--- src/rtl/switch_bounce_generator.sv ---
// switch_bounce_generator: turns a clean level into an LFSR-timed mechanical contact-bounce waveform.
// Optional feature macro: BOUNCE_GEN_RETRIGGER_EN (an input change mid-bounce restarts the window).
module switch_bounce_generator #(
  parameter int unsigned BOUNCE_CYCLES = 250000,
  parameter int unsigned MIN_GAP       = 500,
  parameter int unsigned GAP_BITS      = 12,
  parameter logic [15:0] LFSR_SEED     = 16'hACE1
) (
  input  logic       clk,
  input  logic       reset,
  input  logic       in,
  output logic       out,
  output logic       busy,
  output logic [7:0] bounce_cnt
);

  localparam int unsigned WIN_W = $clog2(BOUNCE_CYCLES + 1);
  localparam int unsigned GAP_W = $clog2(MIN_GAP + (1 << GAP_BITS));
  localparam logic [WIN_W-1:0] WIN_LAST = WIN_W'(BOUNCE_CYCLES - 1);
  localparam logic [15:0] SEED = (LFSR_SEED == 16'h0000) ? 16'h0001 : LFSR_SEED;

  typedef enum logic {IDLE, BOUNCE} state_t;

  state_t           state, state_next;
  logic [WIN_W-1:0] window;
  logic [GAP_W-1:0] gap;
  logic [GAP_W-1:0] gap_value;
  logic [15:0]      lfsr;
  logic [15:0]      lfsr_next;
  logic             target;
  logic             settle;
  logic             toggle;
  logic             retrig;

  // Galois LFSR, x^16+x^14+x^13+x^11+1
  assign lfsr_next = lfsr[0] ? ((lfsr >> 1) ^ 16'hB400) : (lfsr >> 1);
  assign gap_value = GAP_W'(MIN_GAP) + GAP_W'(lfsr[GAP_BITS-1:0]);

  assign settle = (state == BOUNCE) && (window == WIN_LAST);
  assign toggle = (state == BOUNCE) && (gap == GAP_W'(1)) && (window < WIN_LAST);

`ifdef BOUNCE_GEN_RETRIGGER_EN
  assign retrig = (state == BOUNCE) && (in != target);
`else
  assign retrig = 1'b0;
`endif

  // NOTE: sequential state uses non-blocking assignments so every register samples pre-edge values.
  always_ff @(posedge clk) begin
    if (reset) state <= IDLE;
    else       state <= state_next;
  end

  // NOTE: default assignment first so no path leaves state_next unassigned (no latch).
  always_comb begin
    state_next = state;
    case (state)
      IDLE:    if (in != out) state_next = BOUNCE;
      BOUNCE:  if (!retrig && settle) state_next = IDLE;
      default: state_next = IDLE;
    endcase
  end

  always_comb begin
    busy = (state == BOUNCE);
  end

  always_ff @(posedge clk) begin
    if (reset) begin
      out        <= 1'b0;
      target     <= 1'b0;
      window     <= '0;
      gap        <= '0;
      bounce_cnt <= 8'd0;
      lfsr       <= SEED;
    end else begin
      lfsr <= lfsr_next;
      case (state)
        IDLE: begin
          if (in != out) begin
            out        <= in;
            target     <= in;
            window     <= '0;
            gap        <= gap_value;
            bounce_cnt <= 8'd0;
          end
        end
        BOUNCE: begin
          window <= window + 1'b1;
          gap    <= gap - 1'b1;
          if (toggle) begin
            gap        <= gap_value;
            bounce_cnt <= bounce_cnt + {7'd0, (bounce_cnt != 8'hFF)};
          end
          // A retrigger suppresses the settle so the restarted window keeps bouncing
          if (retrig) begin
            target <= in;
            window <= '0;
          end
          if (settle && !retrig) out <= target;
          else if (toggle)       out <= ~out;
        end
        default: ;
      endcase
    end
  end

endmodule

--- config.mk ---
export PLATFORM = sky130hd
export DESIGN_NAME = switch_bounce_generator
export DESIGN_NICKNAME = d
export VERILOG_FILES = /design/src/rtl/switch_bounce_generator.sv
export SDC_FILE = /design/constraint.sdc
export NUM_CORES = 1
export LEC_CHECK = 0
export CAP_MARGIN = 10
export CORE_MARGIN = 5
export CORE_UTILIZATION = 46
export CTS_CLUSTER_DIAMETER = 30
export DETAILED_ROUTE_END_ITERATION = 10
export HOLD_SLACK_MARGIN = 0.05
export PLACE_DENSITY_LB_ADDON = 0.25
export SLEW_MARGIN = 15
export SYNTH_ARGS = -nofsm -noshare
export SYNTH_HDL_FRONTEND = slang
export SYNTH_SLANG_ARGS = --single-unit
--- constraint.sdc ---
create_clock -name clk -period 2.8 [get_ports clk]
set_input_delay 0.56 -clock clk [delete_from_list [all_inputs] [get_ports clk]]
set_output_delay 0.56 -clock clk [all_outputs]
set_load 0.01 [all_outputs]
* Word level (Yosys, flattened, before mapping)
Index checks and enable logic that the tools add are counted.
** Word-level totals
- Register bits after elaboration :: 58
- Bits of input ports :: 3
- Output and inout port bits :: 10
- Logic and storage cells :: 45
** Cells by class
- $add $sub $neg :: 4
- $lt $le $gt $ge :: 1
- Eq/ne operators :: 7
- Mux-type cells :: 17
- Bitwise logic cells :: 3
- Reduce and logical (&&, ||, !) cells :: 6
** Operator list (count)
- $pmux W18 S2 :: 1
- $mux W13 :: 2
- $pmux W13 S2 :: 1
- $add A18 B1 Y18 const B :: 1
- $eq A18 B18 Y1 const B :: 1
- $lt A18 B18 Y1 const B :: 1
- $mux W18 :: 1
- $mux W16 :: 1
- $mux W8 :: 2
- $pmux W8 S2 :: 1
- $add A9 B12 Y13 const A :: 1
- $eq A13 B1 Y1 const B :: 1
- $sub A13 B1 Y13 const B :: 1
- $add A8 B1 Y8 :: 1
- $ne A8 B8 Y1 const B :: 1
- $mux W1 :: 6
- $reduce_and A2 Y1 :: 3
- $not A3 Y4 :: 1
- $pmux W1 S2 :: 2
- $logic_and A1 B1 Y1 :: 3
- $ne A3 B1 Y1 const B :: 1
- $ne A2 B1 Y1 const B :: 1
- $ne A2 B2 Y1 const B :: 1
- $not A1 Y1 :: 2
- $ne A1 B1 Y1 :: 1

* Longest topological paths before layout
Gate-level depths: netlist (run 1).
- Depth after elaboration :: 6
- Depth in mapped cells :: 9
- Gate-level depth less buffers :: 9

* Worst setup path after synthesis (run 1)
No wires, ideal clock.
- Path kind :: register -> register
- From :: reg gap[4]
- To :: reg gap[3]
- Library setup time :: 0.120 ns
- Arrival time :: 2.071 ns
- Required time :: 2.680 ns
- Path slack :: 0.609 ns
- Stages on the path, launching flop included :: 8
- Buffers on the path :: 1
- Period minus slack after synthesis :: 2.191 ns
- Path through :: dfxtp_1 -> or3_1 -> buf_2 -> nand4bb_1 -> a2111o_1 -> o21ai_2 -> nor2_1 -> o31a_1
** On the way
- Word-level cells in the longest chain between the ends :: 5
** Ends and longest elaborated chain
- from (decl) :: line 26 : logic [GAP_W-1:0] gap;
- from (signal assigned) :: line 84 : gap <= gap_value;
- from (signal assigned) :: line 90 : gap <= gap - 1'b1;
- from (signal assigned) :: line 92 : gap <= gap_value;
- $eq A13 B1 Y1 :: line 40 : assign toggle = (state == BOUNCE) && (gap == GAP_W'(1)) && (window < WIN_LAST);
- $logic_and A1 B1 Y1 (2 in a row) :: line 40
- $mux W13 :: line 91 : if (toggle) begin
- $pmux W13 S2 :: line 78 : case (state)
No other way between the ends.
A chain may end at the register's enable or synchronous reset.

* Worst setup path after layout (run 1)
Ends and elaborated chain as after synthesis.

==> results.sh, run 1 <==
export IMPL_status="finished clean"
export IMPL_fp_dieH_um=89.0
export IMPL_slew_viol_final=0
export IMPL_slew_headroom=0.537
export IMPL_worstSkewPairLatency_ps=350
export IMPL_core_um2=5990
export IMPL_start_util=0.479
export IMPL_syn_num_nets=343
export IMPL_yosys_area_share_simple=0.277
export IMPL_fin_tns_setup_ps=0
export IMPL_synth_ff_type="dfxtp_1"
export IMPL_grt_pass1_vias=2230
export IMPL_syn_avg_cell_area_um2=8.59
export IMPL_tightestPinTransition_ps=677
export IMPL_track_usage=0.176
export IMPL_crit_fanout=10
export IMPL_p_leak_uw=0.00118
export IMPL_ioPinCount=13
export IMPL_synth_top_area_frac=0.405
export IMPL_first_pass_iters=4
export IMPL_ctsHoldBuffers=0
export IMPL_syn_cell_area_um2=2870
export IMPL_final_layout_size_suffix_gt1_frac=0.105
export IMPL_regToRegStartpoint="gap[4]"
export IMPL_drc=0
export IMPL_place_ws_ps=320
export IMPL_skew_ps=6.79
export IMPL_wire_per_inst_um=14.2
export IMPL_synth_compound_area_frac=0.153
export IMPL_hold_class="flip-flop to flip-flop"
export IMPL_port_buffers=12
export IMPL_switching_share=0.264
export IMPL_period_needed_ps=2480
export IMPL_worstHoldStart="lfsr[12]"
export IMPL_syn2layout_area_growth_pct=15.0
export IMPL_cts_resized=0
export IMPL_end_kind="flip-flop"
export IMPL_synth_top_family_by_area="simple AND/OR/NAND/NOR gates"
export IMPL_rr_worst_depth=6
export IMPL_gp_congestion=0.854
export IMPL_grt_max_degree=43
export IMPL_vias_per_cell=5.53
export IMPL_rows=28
export IMPL_clk_pin_slew_worst_paths_ps=70
export IMPL_synth_edf_count=0
export IMPL_nets=355
export IMPL_synth_xor_area_frac=0.0825
export IMPL_clock_sinks=58
export IMPL_synth_fa_ha_area_frac=0.0262
export IMPL_worst_slack_ps=323
export IMPL_max_freq_mhz=404
export IMPL_share_comb_of_total_power=0.160
export IMPL_drv_cap=0
export IMPL_synthTopCellsByCount="dfxtp_1, nor2_1, nand2_1"
export IMPL_synth_distinct_cells=49
export IMPL_die_x_um=89.0
export IMPL_min_period_over_period=0.885
export IMPL_worstPathArrival_ps=2720
export IMPL_cts_tree="done"
export IMPL_drt_iter0_markers=105
export IMPL_synth_seq_area_share=0.405
export IMPL_power_switching_uw=600
export IMPL_hold_viol_final=0
export IMPL_report_final_setup_viol=0
export IMPL_rsz0062_at_grt="false"
export IMPL_hold_depth=1
export IMPL_antenna_cells=0
export IMPL_synth_most_common_cell="dfxtp_1"
export IMPL_vias=2357
export IMPL_yosys_warnings=0
export IMPL_seq_power_share=0.411
export IMPL_ff2ff_setup_slack_ps=320
export IMPL_syn_inst=334
export IMPL_synthMuxAreaShare=0.0179
export IMPL_required_ps=3040
export IMPL_antenna_found_initial=0
export IMPL_synth_seq_cells=58
export IMPL_yosys_top_cells_area="dfxtp_1, nor2_1, xnor2_1"
export IMPL_cts_htree_levels=3
export IMPL_ant_nets=0
export IMPL_pwr_share_clk=0.429
export IMPL_intPower_uw=1670
export IMPL_min_to="lfsr[11]"
export IMPL_cts_root_buffer="clkbuf_8"
export IMPL_routed_wl_mm=6.06
export IMPL_cts_path_max_buffers=2
export IMPL_async_reset_ff_frac=0
export IMPL_die_area_um2=7910
export IMPL_cts_inserted_buffers=9
export IMPL_grt_pass1_wl_mm=10.6
export IMPL_worstSetupStartpointType="flip-flop"
export IMPL_r2r_end="gap[3]"
export IMPL_yosys_area_top_type="dfxtp_1"
export IMPL_post_cts_buffers=0
export IMPL_critPathKind="flip-flop to flip-flop"
export IMPL_dp_hpwl_mm=4.20
export IMPL_grt_ovfl_total=0
export IMPL_power_density_nw_per_um2=689
export IMPL_vdd_drop_max_uv=378
stage by stage:
step	hold slack [ps]	instances	utilization	cell area, um2	total power (uW)
floorplan	393	334	-	2870	1230
global placement	395	410	0.508	3050	1310
detailed placement	397	410	0.508	3050	1320
CTS	414	426	0.551	3300	2300
global route	440	426	0.551	3300	2400
finish	413	426	0.551	3300	2270
registers in the layout, summed over array words and instances (netlist names):
name	count
bounce_cnt	8
out	1
gap	13
busy	1
target	1
window	18
lfsr	16
cell usage in the layout (no fill, tap or decap), types with 11 or more instances in the layout:
cell             instances
dfxtp_1                 58
nor2_1                  35
nand2_1                 27
a21oi_1                 20
nand3_1                 18
xnor2_1                 15
inv_1                   12
xor2_1                  12
clkdlybuf4s50_1         12
clkbuf_8                11
per-layer routing:
layer | routed length [um] | global-route usage
met3 | 302 | 0.0525
met1 | 2900 | 0.222
met5 | 0 | 0
met2 | 2740 | 0.281
met4 | 111 | 0.0731
worst max-delay path: stages, from the launching register on:
cell and delay [ps]:
dfxtp_1 340, or3_1 480, nand4bb_1 230, a2111o_1 450, o21ai_2 450, nor2_1 110, o31a_1 300
how the worst max path moves through the flow:
stage | cells after the start | startpoint | end | slack (ps)
after global placement | 7 | in | gap[12] | 400
after global routing | 6 | gap[4] | gap[3] | 180
after CTS | 6 | gap[4] | gap[3] | 320
after detailed placement | 6 | gap[4] | gap[3] | 320
after floorplan | 7 | gap[4] | gap[3] | 610
final | 6 | gap[4] | gap[3] | 320
power by group through the flow:
stage / Combinational [uW] / Clock (uW) / Sequential, uW
after floorplan: 285 / 0 / 942
after global placement: 357 / 0 / 950
after detailed placement: 365 / 0 / 951
after CTS: 366 / 995 / 933
after global routing: 413 / 1040 / 943
final: 364 / 975 / 934
cell type report:
type / instances / area (um2)
Clock buffer: 12 / 155
Clock inverter: 4 / 97.6
Sequential cell: 58 / 1160
Timing Repair Buffer: 16 / 150
Multi-Input combinational cell: 249 / 1600
Tap cell: 75 / 93.8
Fill cell: 553 / 2690
Inverter: 12 / 45.0
logic make-up after synthesis:
logic type / after synthesis
compound gates: 63
xor+xnor: 27
fa+ha+maj: 6
buf+inv: 27
flops: 58
mux: 5
simple gates: 148
Power figures use the tool's default switching activity.
==> inputs of run 2 (changes only) <==
--- a/config.mk
+++ b/config.mk
@@ -12,7 +12,7 @@
 export DETAILED_ROUTE_END_ITERATION = 10
 export HOLD_SLACK_MARGIN = 0.05
 export PLACE_DENSITY_LB_ADDON = 0.25
-export SLEW_MARGIN = 15
+export SLEW_MARGIN = 20
 export SYNTH_ARGS = -nofsm -noshare
 export SYNTH_HDL_FRONTEND = slang
 export SYNTH_SLANG_ARGS = --single-unit
==> results of run 2 <==
No change in the layout: final DEF, timing and power equal those of run 1.
